## src/rtl/fir_seq_pkg.sv

```systemverilog
// Shared types for the FIR sample sequencer: FSM state encoding and FIR operation codes.
package fir_seq_pkg;

  typedef enum logic [2:0] {
    FILL     = 3'd0,
    LOAD     = 3'd1,
    COMP     = 3'd2,
    READ_SET = 3'd3,
    READ_OUT = 3'd4
  } state_e;

  localparam logic [1:0] OP_IDLE = 2'b00;
  localparam logic [1:0] OP_LOAD = 2'b01;
  localparam logic [1:0] OP_COMP = 2'b10;
  localparam logic [1:0] OP_READ = 2'b11;

endpackage

```

## src/rtl/fir_sample_sequencer_if.sv

```systemverilog
// Sample stream, FIR engine and result stream signals of the sequencer.
// master = sequencer side, slave = environment (source, FIR engine, sink).
interface fir_sample_sequencer_if #(
  parameter int DATA_W = 32,
  parameter int ADDR_W = 32
);
  logic              s_valid;
  logic              s_ready;
  logic [DATA_W-1:0] s_data;
  logic [1:0]        fir_operation;
  logic [ADDR_W-1:0] fir_addr;
  logic [DATA_W-1:0] fir_x;
  logic [DATA_W-1:0] fir_y;
  logic              fir_done;
  logic              m_valid;
  logic              m_ready;
  logic [DATA_W-1:0] m_data;
  logic              m_last;

  modport master (
    input  s_valid, s_data, fir_y, fir_done, m_ready,
    output s_ready, fir_operation, fir_addr, fir_x, m_valid, m_data, m_last
  );

  modport slave (
    output s_valid, s_data, fir_y, fir_done, m_ready,
    input  s_ready, fir_operation, fir_addr, fir_x, m_valid, m_data, m_last
  );
endinterface

```

## src/rtl/fir_seq_out_reg.sv

```systemverilog
// Result holding register: loads a result with its last flag, holds it until the
// valid/ready handshake completes.
module fir_seq_out_reg #(
  parameter int DATA_W = 32
) (
  input  logic              clk,
  input  logic              reset,
  input  logic              load,
  input  logic [DATA_W-1:0] load_data,
  input  logic              load_last,
  input  logic              ready,
  output logic              m_valid,
  output logic [DATA_W-1:0] m_data,
  output logic              m_last
);

  always_ff @(posedge clk or negedge reset) begin
    if (!reset) begin
      m_valid <= 1'b0;
      m_data  <= '0;
      m_last  <= 1'b0;
    end else if (load) begin
      m_valid <= 1'b1;
      m_data  <= load_data;
      m_last  <= load_last;
    end else if (m_valid && ready) begin
      m_valid <= 1'b0;
      m_last  <= 1'b0;
    end
  end

endmodule

```

## src/rtl/fir_sample_sequencer.sv

```systemverilog
// Buffers one frame of samples, runs the FIR load/compute/read protocol and streams results out.
// Optional compute watchdog: define FIR_SEQ_TIMEOUT_EN.
module fir_sample_sequencer
  import fir_seq_pkg::*;
#(
  parameter int DATA_W       = 32,
  parameter int SIGNAL_COUNT = 10,
  parameter int ADDR_W       = 32,
  parameter int TIMEOUT_CYC  = 1024
) (
  input  logic                   clk,
  input  logic                   reset,
  fir_sample_sequencer_if.master bus,
  output logic                   busy,
  output logic                   err
);

  localparam int CNT_W = $clog2(SIGNAL_COUNT + 1);
  localparam logic [CNT_W-1:0] CNT_LAST = CNT_W'(SIGNAL_COUNT - 1);
  localparam logic [CNT_W-1:0] CNT_FULL = CNT_W'(SIGNAL_COUNT);

  if (SIGNAL_COUNT < 2 || TIMEOUT_CYC < 1) begin : g_cfg_chk
    $error("fir_sample_sequencer: SIGNAL_COUNT must be >= 2 and TIMEOUT_CYC >= 1");
  end

  state_e            state;
  logic [CNT_W-1:0]  wr_ptr;
  logic [CNT_W-1:0]  cnt;       // load address in LOAD, result index k in READ_*
  logic [CNT_W-1:0]  cnt_nxt;
  logic [DATA_W-1:0] sbuf [SIGNAL_COUNT];
  logic              s_ready_q;
  logic [1:0]        op_q;
  logic [DATA_W-1:0] x_q;
  logic              s_fire;
  logic              m_fire;
  logic              tmo_hit;

  assign s_fire            = bus.s_valid && s_ready_q;
  assign m_fire            = bus.m_valid && bus.m_ready;
  assign cnt_nxt           = cnt + 1'b1;
  assign bus.s_ready       = s_ready_q;
  assign bus.fir_operation = op_q;
  assign bus.fir_addr      = ADDR_W'(cnt);
  assign bus.fir_x         = x_q;
  assign busy              = (state != FILL);

  always_ff @(posedge clk) begin
    if (s_fire) sbuf[wr_ptr] <= bus.s_data;
  end

  always_ff @(posedge clk or negedge reset) begin
    if (!reset) begin
      state     <= FILL;
      wr_ptr    <= '0;
      cnt       <= '0;
      s_ready_q <= 1'b0;
      op_q      <= OP_IDLE;
      x_q       <= '0;
    end else begin
      case (state)
        FILL: begin
          // a full buffer waits for the FIR to drop done from the previous frame
          if (wr_ptr == CNT_FULL) begin
            if (!bus.fir_done) begin
              state <= LOAD;
              op_q  <= OP_LOAD;
              cnt   <= '0;
              x_q   <= sbuf[0];
            end
          end else if (s_fire) begin
            wr_ptr    <= wr_ptr + 1'b1;
            s_ready_q <= (wr_ptr != CNT_LAST);
          end else begin
            s_ready_q <= 1'b1;
          end
        end
        LOAD: begin
          if (cnt == CNT_FULL) begin
            state <= COMP;
            op_q  <= OP_COMP;
            cnt   <= '0;
          end else begin
            cnt <= cnt_nxt;
            x_q <= (cnt_nxt < CNT_FULL) ? sbuf[cnt_nxt] : '0;
          end
        end
        COMP: begin
          if (bus.fir_done) begin
            state <= READ_SET;
            op_q  <= OP_READ;
            cnt   <= '0;
          end else if (tmo_hit) begin
            state     <= FILL;
            op_q      <= OP_IDLE;
            wr_ptr    <= '0;
            s_ready_q <= 1'b1;
          end
        end
        READ_SET: state <= READ_OUT;
        READ_OUT: begin
          if (m_fire) begin
            if (cnt == CNT_LAST) begin
              state     <= FILL;
              op_q      <= OP_IDLE;
              cnt       <= '0;
              wr_ptr    <= '0;
              s_ready_q <= 1'b1;
            end else begin
              cnt   <= cnt_nxt;
              state <= READ_SET;
            end
          end
        end
        default: state <= FILL;
      endcase
    end
  end

  // fir_y for the address presented this cycle is captured at the end of READ_SET
  fir_seq_out_reg #(.DATA_W(DATA_W)) u_out (
    .clk       (clk),
    .reset     (reset),
    .load      (state == READ_SET),
    .load_data (bus.fir_y),
    .load_last (cnt == CNT_LAST),
    .ready     (bus.m_ready),
    .m_valid   (bus.m_valid),
    .m_data    (bus.m_data),
    .m_last    (bus.m_last)
  );

`ifdef FIR_SEQ_TIMEOUT_EN
  localparam int TMO_W = $clog2(TIMEOUT_CYC + 1);
  logic [TMO_W-1:0] tmo_cnt;
  logic             err_q;

  assign tmo_hit = (state == COMP) && !bus.fir_done && (tmo_cnt == TMO_W'(TIMEOUT_CYC - 1));
  assign err     = err_q;

  always_ff @(posedge clk or negedge reset) begin
    if (!reset) begin
      tmo_cnt <= '0;
      err_q   <= 1'b0;
    end else begin
      tmo_cnt <= (state == COMP) ? tmo_cnt + 1'b1 : '0;
      if (tmo_hit) err_q <= 1'b1;
    end
  end
`else
  assign tmo_hit = 1'b0;
  assign err     = 1'b0;
`endif

endmodule

```

## src/flat_wrapper.sv

```systemverilog
// flat-port wrapper written by rule: the top's interface ports become plain ports
module fir_sample_sequencer_flat import fir_seq_pkg::*;
#(
  parameter int DATA_W       = 32,
  parameter int SIGNAL_COUNT = 10,
  parameter int ADDR_W       = 32,
  parameter int TIMEOUT_CYC  = 1024
)
  (clk, reset, busy, err, bus_s_valid, bus_s_data, bus_fir_y, bus_fir_done, bus_m_ready, bus_s_ready, bus_fir_operation, bus_fir_addr, bus_fir_x, bus_m_valid, bus_m_data, bus_m_last);
  fir_sample_sequencer_if #(.DATA_W(DATA_W), .ADDR_W(ADDR_W)) bus_i ();
  input  logic clk;
  input  logic reset;
  output logic busy;
  output logic err;
  input wire logic [$bits(bus_i.s_valid)-1:0] bus_s_valid;
  input wire logic [$bits(bus_i.s_data)-1:0] bus_s_data;
  input wire logic [$bits(bus_i.fir_y)-1:0] bus_fir_y;
  input wire logic [$bits(bus_i.fir_done)-1:0] bus_fir_done;
  input wire logic [$bits(bus_i.m_ready)-1:0] bus_m_ready;
  output wire logic [$bits(bus_i.s_ready)-1:0] bus_s_ready;
  output wire logic [$bits(bus_i.fir_operation)-1:0] bus_fir_operation;
  output wire logic [$bits(bus_i.fir_addr)-1:0] bus_fir_addr;
  output wire logic [$bits(bus_i.fir_x)-1:0] bus_fir_x;
  output wire logic [$bits(bus_i.m_valid)-1:0] bus_m_valid;
  output wire logic [$bits(bus_i.m_data)-1:0] bus_m_data;
  output wire logic [$bits(bus_i.m_last)-1:0] bus_m_last;
  assign bus_i.s_valid = bus_s_valid;
  assign bus_i.s_data = bus_s_data;
  assign bus_i.fir_y = bus_fir_y;
  assign bus_i.fir_done = bus_fir_done;
  assign bus_i.m_ready = bus_m_ready;
  assign bus_s_ready = bus_i.s_ready;
  assign bus_fir_operation = bus_i.fir_operation;
  assign bus_fir_addr = bus_i.fir_addr;
  assign bus_fir_x = bus_i.fir_x;
  assign bus_m_valid = bus_i.m_valid;
  assign bus_m_data = bus_i.m_data;
  assign bus_m_last = bus_i.m_last;
  fir_sample_sequencer #(.DATA_W(DATA_W), .SIGNAL_COUNT(SIGNAL_COUNT), .ADDR_W(ADDR_W), .TIMEOUT_CYC(TIMEOUT_CYC)) u_core (.clk(clk), .reset(reset), .bus(bus_i), .busy(busy), .err(err));
endmodule
```

## config.mk

```make
export PLATFORM = sky130hd
export DESIGN_NAME = fir_sample_sequencer_flat
export DESIGN_NICKNAME = d
export VERILOG_FILES = /design/src/rtl/fir_seq_pkg.sv /design/src/rtl/fir_sample_sequencer_if.sv /design/src/rtl/fir_seq_out_reg.sv /design/src/rtl/fir_sample_sequencer.sv /design/src/flat_wrapper.sv
export SDC_FILE = /design/constraint.sdc
export NUM_CORES = 1
export LEC_CHECK = 0
export ABC_CLOCK_PERIOD_IN_PS = 3200
export CAP_MARGIN = 20
export CORE_MARGIN = 2
export CORE_UTILIZATION = 44
export CTS_BUF_LIST = sky130_fd_sc_hd__clkbuf_2
export CTS_CLUSTER_SIZE = 10
export DETAILED_ROUTE_END_ITERATION = 8
export GPL_ROUTABILITY_DRIVEN = 0
export PLACE_DENSITY = 0.67
export SLEW_MARGIN = 20
export SYNTH_ARGS = -nofsm -noshare
export SYNTH_HDL_FRONTEND = slang
export SYNTH_SLANG_ARGS = --single-unit
```

## constraint.sdc

```tcl
create_clock -name clk -period 3.2 [get_ports clk]
set_input_delay 0.96 -clock clk [delete_from_list [all_inputs] [get_ports clk]]
set_output_delay 0.96 -clock clk [all_outputs]
set_load 0.02 [all_outputs]
```

==> reports/summary.md, run 1 <==
The synthesized design contains 400 register bits. For this design the total switching power over the nets is 0.005583 W. TritonCTS built the clock tree. The stage delay of the slowest cell on the critical path is 0.65 ns, and the count of buffers from port buffering is 142. The worst path needs 3.054 ns of the cycle, external delays included. The adder and majority gate portion of the synthesized area works out to 0.005430.

TritonCTS buffer count: 97. Via count of the first global-routing pass: 9,261. The max-slew violation count is 0, and the area of the placeable core is 36,350 sq um.

Counting cells, the worst reg-to-reg path comes to 8. The worst-case IR drop observed on VDD is 0.6755 mV. Sort of element at the start of the critical path: a register. For the pin with the worst max-slew slack, the measured transition is 0.8093 ns. The endpoint kind of the worst setup timing path was a primary output. The dominant combinational cell family by area after synthesis is multiplexers.

The async set-reset flop share out of synthesis came out at 0.2000. The flow ran to the end, and the final reports show no timing, DRC or antenna violations. The clock reaches the later pin of the worst-skew pair after 0.95 ns. Leakage power figure: 6.655 nW. The tree is rooted in a sky130_fd_sc_hd__clkbuf_2.

The run gives 2.09 ns as the arrival time at the worst endpoint. The horizontal extent of the die was 195.5 microns. At the end of the flow, the number of nets in the layout was 1,224. Of all nets on the critical path, the largest fanout is 11.

The tools report the fraction of power consumed by sequential logic as 0.434. The initial antenna violation count was 1. In this run the vertical extent of the chip is 195.5 microns. The clock tree synthesis step divided the H-tree into 3 levels. The longest clock path from root to sink contains 3 buffers.

Summed over all layers, the routed wires come to 35,070 microns. Setup violations remaining at the end of the flow were counted as 0. The worst max-slew margin expressed relative to the limit was 0.4605; the final sum of negative setup slack was 0 ns. The part of the Yosys area used for sequential elements is 0.7199. The detailed-route via count is 8,814.

The internal portion of the total power is 0.01066 W. Setup repair after global routing left no endpoint under its margin. CTS saw 400 sinks.

The kind of cell adding the most delay to the critical path was buffers and inverters. The xor/xnor cell area share of the yosys netlist is 0.001086, and the overall die area is 38,200 sq um. Walking the worst path, the cells encountered are clkdlybuf4s50_1.

The combinational power share is 0.368, and the mux cell area share after synthesis is 0.1520. The buffering stage count on the worst path with inverters included was 1. The fraction of power spent switching nets was 0.3438; the part of the total power dissipated in the clock network was 0.199. The synthesized design contains 320 enable-type register cells. Across the routed clock network, the largest skew measured is 0.08075 ns. Static timing analysis puts the maximum clock frequency at 327.5 MHz. Highest-delay cell along the critical path: sky130_fd_sc_hd__clkdlybuf4s50_1. Entering global routing, the biggest net connects 97 pins. The initialized floorplan defines 70 standard-cell rows. The compound-gate portion of the synthesized area is 0.03941. The combined global-route utilization of all metal layers was 0.1874. The number of hold-slack violations in the final timing report is 0. The via-per-instance ratio was 5.212. Start of the worst register-to-register path: u_core.wr_ptr[0]$_DFFE_PN0P_. The run gives 0.4438 as the initial cell density of the core. Counting tap cells, the placed design contains a total of 1,512 instances.

For this run the aggregate overflow at the end of global routing stands at 0. Synthesized-area fraction occupied by and/or/nand/nor cells: 0.05267. The main flop type after synthesis is sky130_fd_sc_hd__edfxtp_1.

Post-synthesis instance total: 920. Endpoint of the most critical register-to-register path: u_core.bus.fir_x[8]$_DFFE_PN0P_. The fraction of final layout cells sized beyond drive strength 1 was 0.2520; the detailed-route DRC error count was 0.

Dividing the synthesized area by the synthesized cell count gives 17.53 sq um. In this run the count of I/O pins placed on the die edge is 172. In this run the power density over the cells is 848.1 nW/um^2. The run gives 0 as the number of max-capacitance violations reported.

The total half-perimeter wirelength after legalization and detailed placement was 19,620 microns; the number of optimization iterations in the first detailed-route pass was 4. The detailed-route wire length per cell works out to 20.74 microns. Clock-pin slew was measured on the worst setup and hold paths at 0.12 ns.

Yosys printed 0 warnings. Class of the worst hold path: in -> async. DRC violation total after the first TritonRoute iteration: 624. The number of cells in the finished layout apart from fillers was 1,691.

Worst setup path category: reg -> out. Across all register-to-register paths, the minimum setup slack is 0.98 ns. The layout overhead on the synthesized area is 18.71%. The final clock period utilization by the worst path was 0.9543.

The number of unique standard cell types used by synthesis is 54. The first global-routing pass estimated 53,880 microns of wire. In this run the remaining antenna-violating nets after routing total 0. The logs give 16,130 sq um for the post-synthesis cell area and 2.24 ns for the data required time of the worst path.
==> metrics by stage <==
stage	setup WS [ns]	utilization	power, W	hold WS [ns]	instance area (sq um)
final	0.1461	0.5268	0.01624	0.4906	19150
after global routing	0.01026	0.5268	0.01722	0.4378	19150
after CTS	-0.007319	0.5259	0.01647	0.3975	19110
after detailed placement	0.2607	0.5015	0.01321	0.4920	18230
after global placement	0.3256	0.5015	0.01310	0.4827	18230
after floorplan	0.1751	-	0.01087	0.5327	16240
==> layer usage <==
layer	part of all wire	global-route usage	vias to the layer above
met1	0.42	0.2369	4429
met2	0.51	0.3198	298
met4	0.018	0.06503	0
met3	0.055	0.04266	54
li1	-	-	4033
met5	0	0	-
==> power groups by stage <==
| stage | Sequential, W | Combinational [W] | Clock, W |
|---|---|---|---|
| global placement | 0.00713 | 0.00597 | 0 |
| CTS | 0.00706 | 0.00605 | 0.00336 |
| detailed placement | 0.00716 | 0.00605 | 0 |
| global route | 0.00715 | 0.00646 | 0.00361 |
| finish | 0.00704 | 0.00597 | 0.00323 |
| floorplan | 0.00752 | 0.00335 | 0 |
==> synth_stat cells, types with 2 or more instances <==
cell,instances,area [sq um]
sky130_fd_sc_hd__inv_1,9,33.78
sky130_fd_sc_hd__mux2i_1,65,650.6
sky130_fd_sc_hd__xnor2_1,2,17.52
sky130_fd_sc_hd__nand3b_1,3,22.52
sky130_fd_sc_hd__mux2_2,32,360.4
sky130_fd_sc_hd__nand2b_1,6,37.54
sky130_fd_sc_hd__o211ai_1,34,255.2
sky130_fd_sc_hd__a41oi_1,2,17.52
sky130_fd_sc_hd__edfxtp_1,320,9609
sky130_fd_sc_hd__buf_2,17,85.08
sky130_fd_sc_hd__and2_1,4,25.02
sky130_fd_sc_hd__clkbuf_1,23,86.33
sky130_fd_sc_hd__o22ai_1,2,12.51
sky130_fd_sc_hd__nand2_1,50,187.7
sky130_fd_sc_hd__mux4_2,64,1441
sky130_fd_sc_hd__a21boi_0,2,15.01
sky130_fd_sc_hd__o21ai_1,30,150.1
sky130_fd_sc_hd__nor3_1,4,20.02
sky130_fd_sc_hd__dfrtp_1,80,2002
sky130_fd_sc_hd__a21oi_1,4,20.02
sky130_fd_sc_hd__nor2b_1,34,212.7
sky130_fd_sc_hd__nor2_1,41,153.9
sky130_fd_sc_hd__buf_6,3,33.78
sky130_fd_sc_hd__o21ai_0,14,70.07
sky130_fd_sc_hd__and3_1,7,43.79
sky130_fd_sc_hd__ha_1,7,87.58
sky130_fd_sc_hd__buf_4,30,225.2
sky130_fd_sc_hd__nand3_1,5,25.02
==> logic make-up (layout without fill, tap and decap cells) <==
kind of cell,count (synthesis),after routing
flops,400,400
xor+xnor,2,2
other cells,1,30
mux,161,161
fa+ha+maj,7,7
compound gates,99,99
simple gates,166,166
buf+inv,84,358
==> how the worst max path moves through the flow <==
stage,start,to,depth (start not counted)
6_report,u_core.cnt[2]$_DFFE_PN0P_,bus_fir_addr[2],1
5_1_grt,u_core.cnt[2]$_DFFE_PN0P_,bus_fir_addr[2],1
4_1_cts,u_core.state[0]$_DFFE_PN0P_,busy,3
3_5_place_dp,bus_fir_done,u_core.bus.fir_x[0]$_DFFE_PN0P_,7
3_3_place_gp,bus_fir_done,u_core.bus.fir_x[7]$_DFFE_PN0P_,7
2_1_floorplan,bus_s_valid,u_core.sbuf[4][0]$_DFFE_PP_,3
==> layout make-up <==
| type | instances | area, sq um |
|---|---|---|
| Antenna cell | 1 | 2.502 |
| Clock buffer | 150 | 750.7 |
| Clock inverter | 23 | 115.1 |
| Fill cell | 2987 | 17200 |
| Inverter | 10 | 37.54 |
| Multi-Input combinational cell | 464 | 4219 |
| Sequential cell | 400 | 11620 |
| Tap cell | 468 | 585.6 |
| Timing Repair Buffer | 175 | 1817 |
==> cell usage in the layout, fill, tap and decap left out, types with 6 or more instances in the layout <==
cell type                         count
sky130_fd_sc_hd__mux4_2              64
sky130_fd_sc_hd__o211ai_1            34
sky130_fd_sc_hd__clkinv_1            18
sky130_fd_sc_hd__clkdlybuf4s50_1    139
sky130_fd_sc_hd__buf_12              12
sky130_fd_sc_hd__o21ai_0             14
sky130_fd_sc_hd__nand2_1             50
sky130_fd_sc_hd__conb_1              29
sky130_fd_sc_hd__o21ai_1             30
sky130_fd_sc_hd__buf_4               21
sky130_fd_sc_hd__nor2_1              40
sky130_fd_sc_hd__nor2b_1             34
sky130_fd_sc_hd__nand2b_1             6
sky130_fd_sc_hd__ha_1                 6
sky130_fd_sc_hd__dfrtp_1             75
sky130_fd_sc_hd__clkbuf_2           150
sky130_fd_sc_hd__mux2_2              32
sky130_fd_sc_hd__inv_1                9
sky130_fd_sc_hd__edfxtp_1           320
sky130_fd_sc_hd__mux2i_1             65
==> what timing repair did <==
item	CTS	global route
hold buffers	1	0
hold endpoints to repair	27	0
endpoints found under the setup margin	3	1
resized for setup	6	1
buffers inserted	0	4
pin swaps	0	1
==> sequential cells by signal (all words and copies together), names as in the netlist <==
register	cells
u_core.bus.fir_operation	2
u_core.bus.fir_x	32
u_core.bus.s_ready	1
u_core.cnt	4
u_core.sbuf	320
u_core.state	3
u_core.u_out.m_data	32
u_core.u_out.m_last	1
u_core.u_out.m_valid	1
u_core.wr_ptr	4
(Power assumes the default switching activity.)
==> run 2, diff against run 1 <==
--- a/config.mk
+++ b/config.mk
@@ -12,8 +12,8 @@
 export CTS_BUF_LIST = sky130_fd_sc_hd__clkbuf_2
 export CTS_CLUSTER_SIZE = 10
 export DETAILED_ROUTE_END_ITERATION = 8
-export GPL_ROUTABILITY_DRIVEN = 0
 export PLACE_DENSITY = 0.67
+export SETUP_SLACK_MARGIN = 0.5
 export SLEW_MARGIN = 20
 export SYNTH_ARGS = -nofsm -noshare
 export SYNTH_HDL_FRONTEND = slang
==> run 2 against run 1 <==
Compared with the run above: worst hold slack gained 0.0098 ns; critical path depth grew 2; flip-flop and latch count is the same; routed wire length grew 3.1%; via count grew 1.6%; sequential share of layout area shrank 0.15 points; global-route usage grew 0.35 points; combinational power shrank 2%; count of clock-buffer cells in the layout grew 6; critical endpoint is now busy.
==> reports/summary.md, run 2 (synthesized netlist as in run 1, its figures left out) <==
After detailed routing, the number of remaining DRC violations is 0. The stage delay of the slowest cell on the critical path is 0.44 ns. The tools report the number of hold-slack violations in the final timing report as 0. The tools report the TritonCTS buffer count as 100. The initial cell density of the core was 0.4438. After the flow finishes, the layout carries non-filler instances totaling 1,713. The logs give 36,170 microns for the final wirelength and 19,950 microns for the total half-perimeter wirelength after legalization and detailed placement. The detail route stage leaves a number of antenna-violating nets equal to 0. The design draws 0.01608 W.

The tools report the arrival time at the worst endpoint as 1.77 ns. Across the run, the number of max-cap violations was 0. The final clock period utilization by the worst path was 0.8524; the clock-pin slew of the registers on the worst-case setup and hold paths was 0.10 ns. The area of the placeable core was 36,350 sq um.

Endpoint kind of the worst setup timing path: a primary output. TritonCTS built the clock tree. The overall die area was 38,200 sq um; the clock insertion delay at the later pin of the skew report was 0.96 ns. Top-level port count: 172.

Walking the worst path, the cells encountered are nor3_4 -> inv_2 -> buf_6. The logs give 0 for the final number of setup-violating endpoints and 0.7473 for the final RePlAce weighted congestion. The floorplan has 70 rows. The achievable frequency is 366.6 MHz, and the via count of the first global-routing pass is 9,319. The tools report the beginning of the worst hold path as u_core.bus.fir_x[6]$_DFFE_PN0P_. The overflow left after global routing is 0. Number of nets at the end of the flow: 1,238. The number of optimization iterations in the first detailed-route pass is 5, and the power density over the cells is 837.6 nW/um^2.

The detailed router finished its first iteration with 631 violations. For this block, the via count after detailed routing is 8,953. The first global-routing pass estimated 54,540 microns of wire. The fraction of final layout cells sized beyond drive strength 1 was 0.2872; the worst max-slew margin expressed relative to the limit was 0.5486. The root buffer cell was sky130_fd_sc_hd__clkbuf_2.

For the leakage power figure, the log shows 6.796 nW. Setup repair after global routing could not meet its margin everywhere. The reg-to-reg setup timing slack was 0.61 ns; the worst-case clock skew was 0.06020 ns. Commonest non-fill, non-tap cell in the layout: sky130_fd_sc_hd__edfxtp_1.

The horizontal extent of the die was 195.5 microns. Final hold analysis gives a worst-case slack of 0.5004 ns. The worst setup path is launched from a register. The H-tree was split into 3 levels. The run gives 69 as the maximum number of pins on one net before global-route repair. For the initial antenna violation count, the log shows 2. The register bank with the most flops is u_core.sbuf. Number of placed instances, taps included: 1,518. In this run the critical register-to-register path is launched from u_core.cnt[0]$_DFFE_PN0P_. In the final routed layout, each cell accounts on average for 21.12 microns. After routing, the total negative slack on setup checks comes to 0 ns. The die is 195.5 microns tall. Count of buffers from port buffering: 142. For the worst flop-to-flop path, the logic depth is 11.

The worst hold path belongs to the class reg -> reg. At the worst endpoint, the required time is 2.24 ns. The flow ran to the end, and the final reports show no timing, DRC or antenna violations. The slowest stage of the critical path is the sky130_fd_sc_hd__dfrtp_2 cell. The tools report the endpoint of the most critical register-to-register path as u_core.bus.fir_x[19]$_DFFE_PN0P_. The run gives 0.1909 as the combined global-route utilization of all metal layers. The tools report the max-slew violation count as 0. For the pin with the worst max-slew slack, the measured transition is 0.6772 ns.

By startpoint and endpoint, the worst setup path is classified as reg -> out. The register with the most flip-flops in the layout has 320 of them. The library cells used most frequently in the layout, excluding fill and tap cells, are 320 x sky130_fd_sc_hd__edfxtp_1, 159 x sky130_fd_sc_hd__clkbuf_2, 74 x sky130_fd_sc_hd__dfrtp_1. The path with the worst hold slack has its endpoint at u_core.bus.fir_x[6]$_DFFE_PN0P_.

The cell count of the worst hold path is 2, and the layout overhead on the synthesized area is 19.02%. The minimum clock period after layout works out to 2.728 ns. Of all nets on the critical path, the largest fanout is 2. Across the VDD grid, the largest voltage drop is 0.4918 mV. The clock passes through at most 3 buffers. The number of clock sinks was 400; the via-per-instance ratio was 5.227.
run 2: cell types whose count changed in the layout (fill, tap and decap cells not counted), moves of 7 or more:
cell,before,now
sky130_fd_sc_hd__buf_2,0,14
sky130_fd_sc_hd__clkdlybuf4s50_1,139,67
sky130_fd_sc_hd__dlygate4sd2_1,2,27
sky130_fd_sc_hd__clkbuf_2,150,159
sky130_fd_sc_hd__clkdlybuf4s15_2,0,14
sky130_fd_sc_hd__buf_4,21,28
sky130_fd_sc_hd__clkdlybuf4s15_1,0,15
run 2: worst max-delay path: cells and delay by family (launching register included):
family	cells	cell delay, ns
buffers and inverters	2	0.21
AND/OR/NAND/NOR	1	0.19
flip-flops	1	0.44
run 2: timing repair:
item | in CTS | in global routing
setup endpoints to repair | 74 | 43
gates resized for setup | 165 | 16
cloned | 0 | 1
buffers inserted | 6 | 2
hold buffers | 1 | 0
pin swaps | 1 | 1
endpoints found under the hold margin | 29 | 0
run 2: metrics by stage:
| stage | setup WS [ns] | cell area (sq um) | util |
|---|---|---|---|
| finish | 0.4724 | 19200 | 0.5282 |
| global route | 0.3426 | 19200 | 0.5282 |
| CTS | 0.3279 | 19170 | 0.5274 |
| detailed placement | 0.3602 | 18290 | 0.5031 |
| global placement | 0.4600 | 18290 | 0.5031 |
| floorplan | 0.3827 | 16250 | - |
run 2: how the worst max path moves through the flow:
stage	end	slack, ns	startpoint
finish	busy	0.47	u_core.state[1]$_DFFE_PN0P_
global route	busy	0.34	u_core.state[1]$_DFFE_PN0P_
global placement	u_core.bus.fir_x[7]$_DFFE_PN0P_	0.46	bus_fir_done
floorplan	u_core.bus.fir_x[27]$_DFFE_PN0P_	0.38	u_core.cnt[0]$_DFFE_PN0P_
CTS	busy	0.33	u_core.state[2]$_DFFE_PN0P_
detailed placement	u_core.bus.fir_x[27]$_DFFE_PN0P_	0.36	bus_fir_done
run 2: report_power, final:
group	internal, W	switching, W
sequential	0.00653	0.000445
clock	0.00128	0.00197
combinational	0.00260	0.00325
total	0.0104	0.00567
run 2: metal layers:
metal,global-route usage,vias to the layer above,share of wire
li1,-,4072,-
met1,0.2468,4471,0.41
met2,0.3169,357,0.49
met3,0.04352,53,0.072
met4,0.07209,0,0.019
met5,0,-,0
run 2: layout make-up:
| class | instances | area (sq um) |
|---|---|---|
| flip-flops and latches | 400 | 11620 |
| inverters | 10 | 37.54 |
| clock inverters | 27 | 110.1 |
| clock buffers | 156 | 780.7 |
| multi-input cells | 464 | 4219 |
| repair buffers | 186 | 1838 |
| diodes | 2 | 5.005 |
| well taps | 468 | 585.6 |
| fillers | 3015 | 17150 |
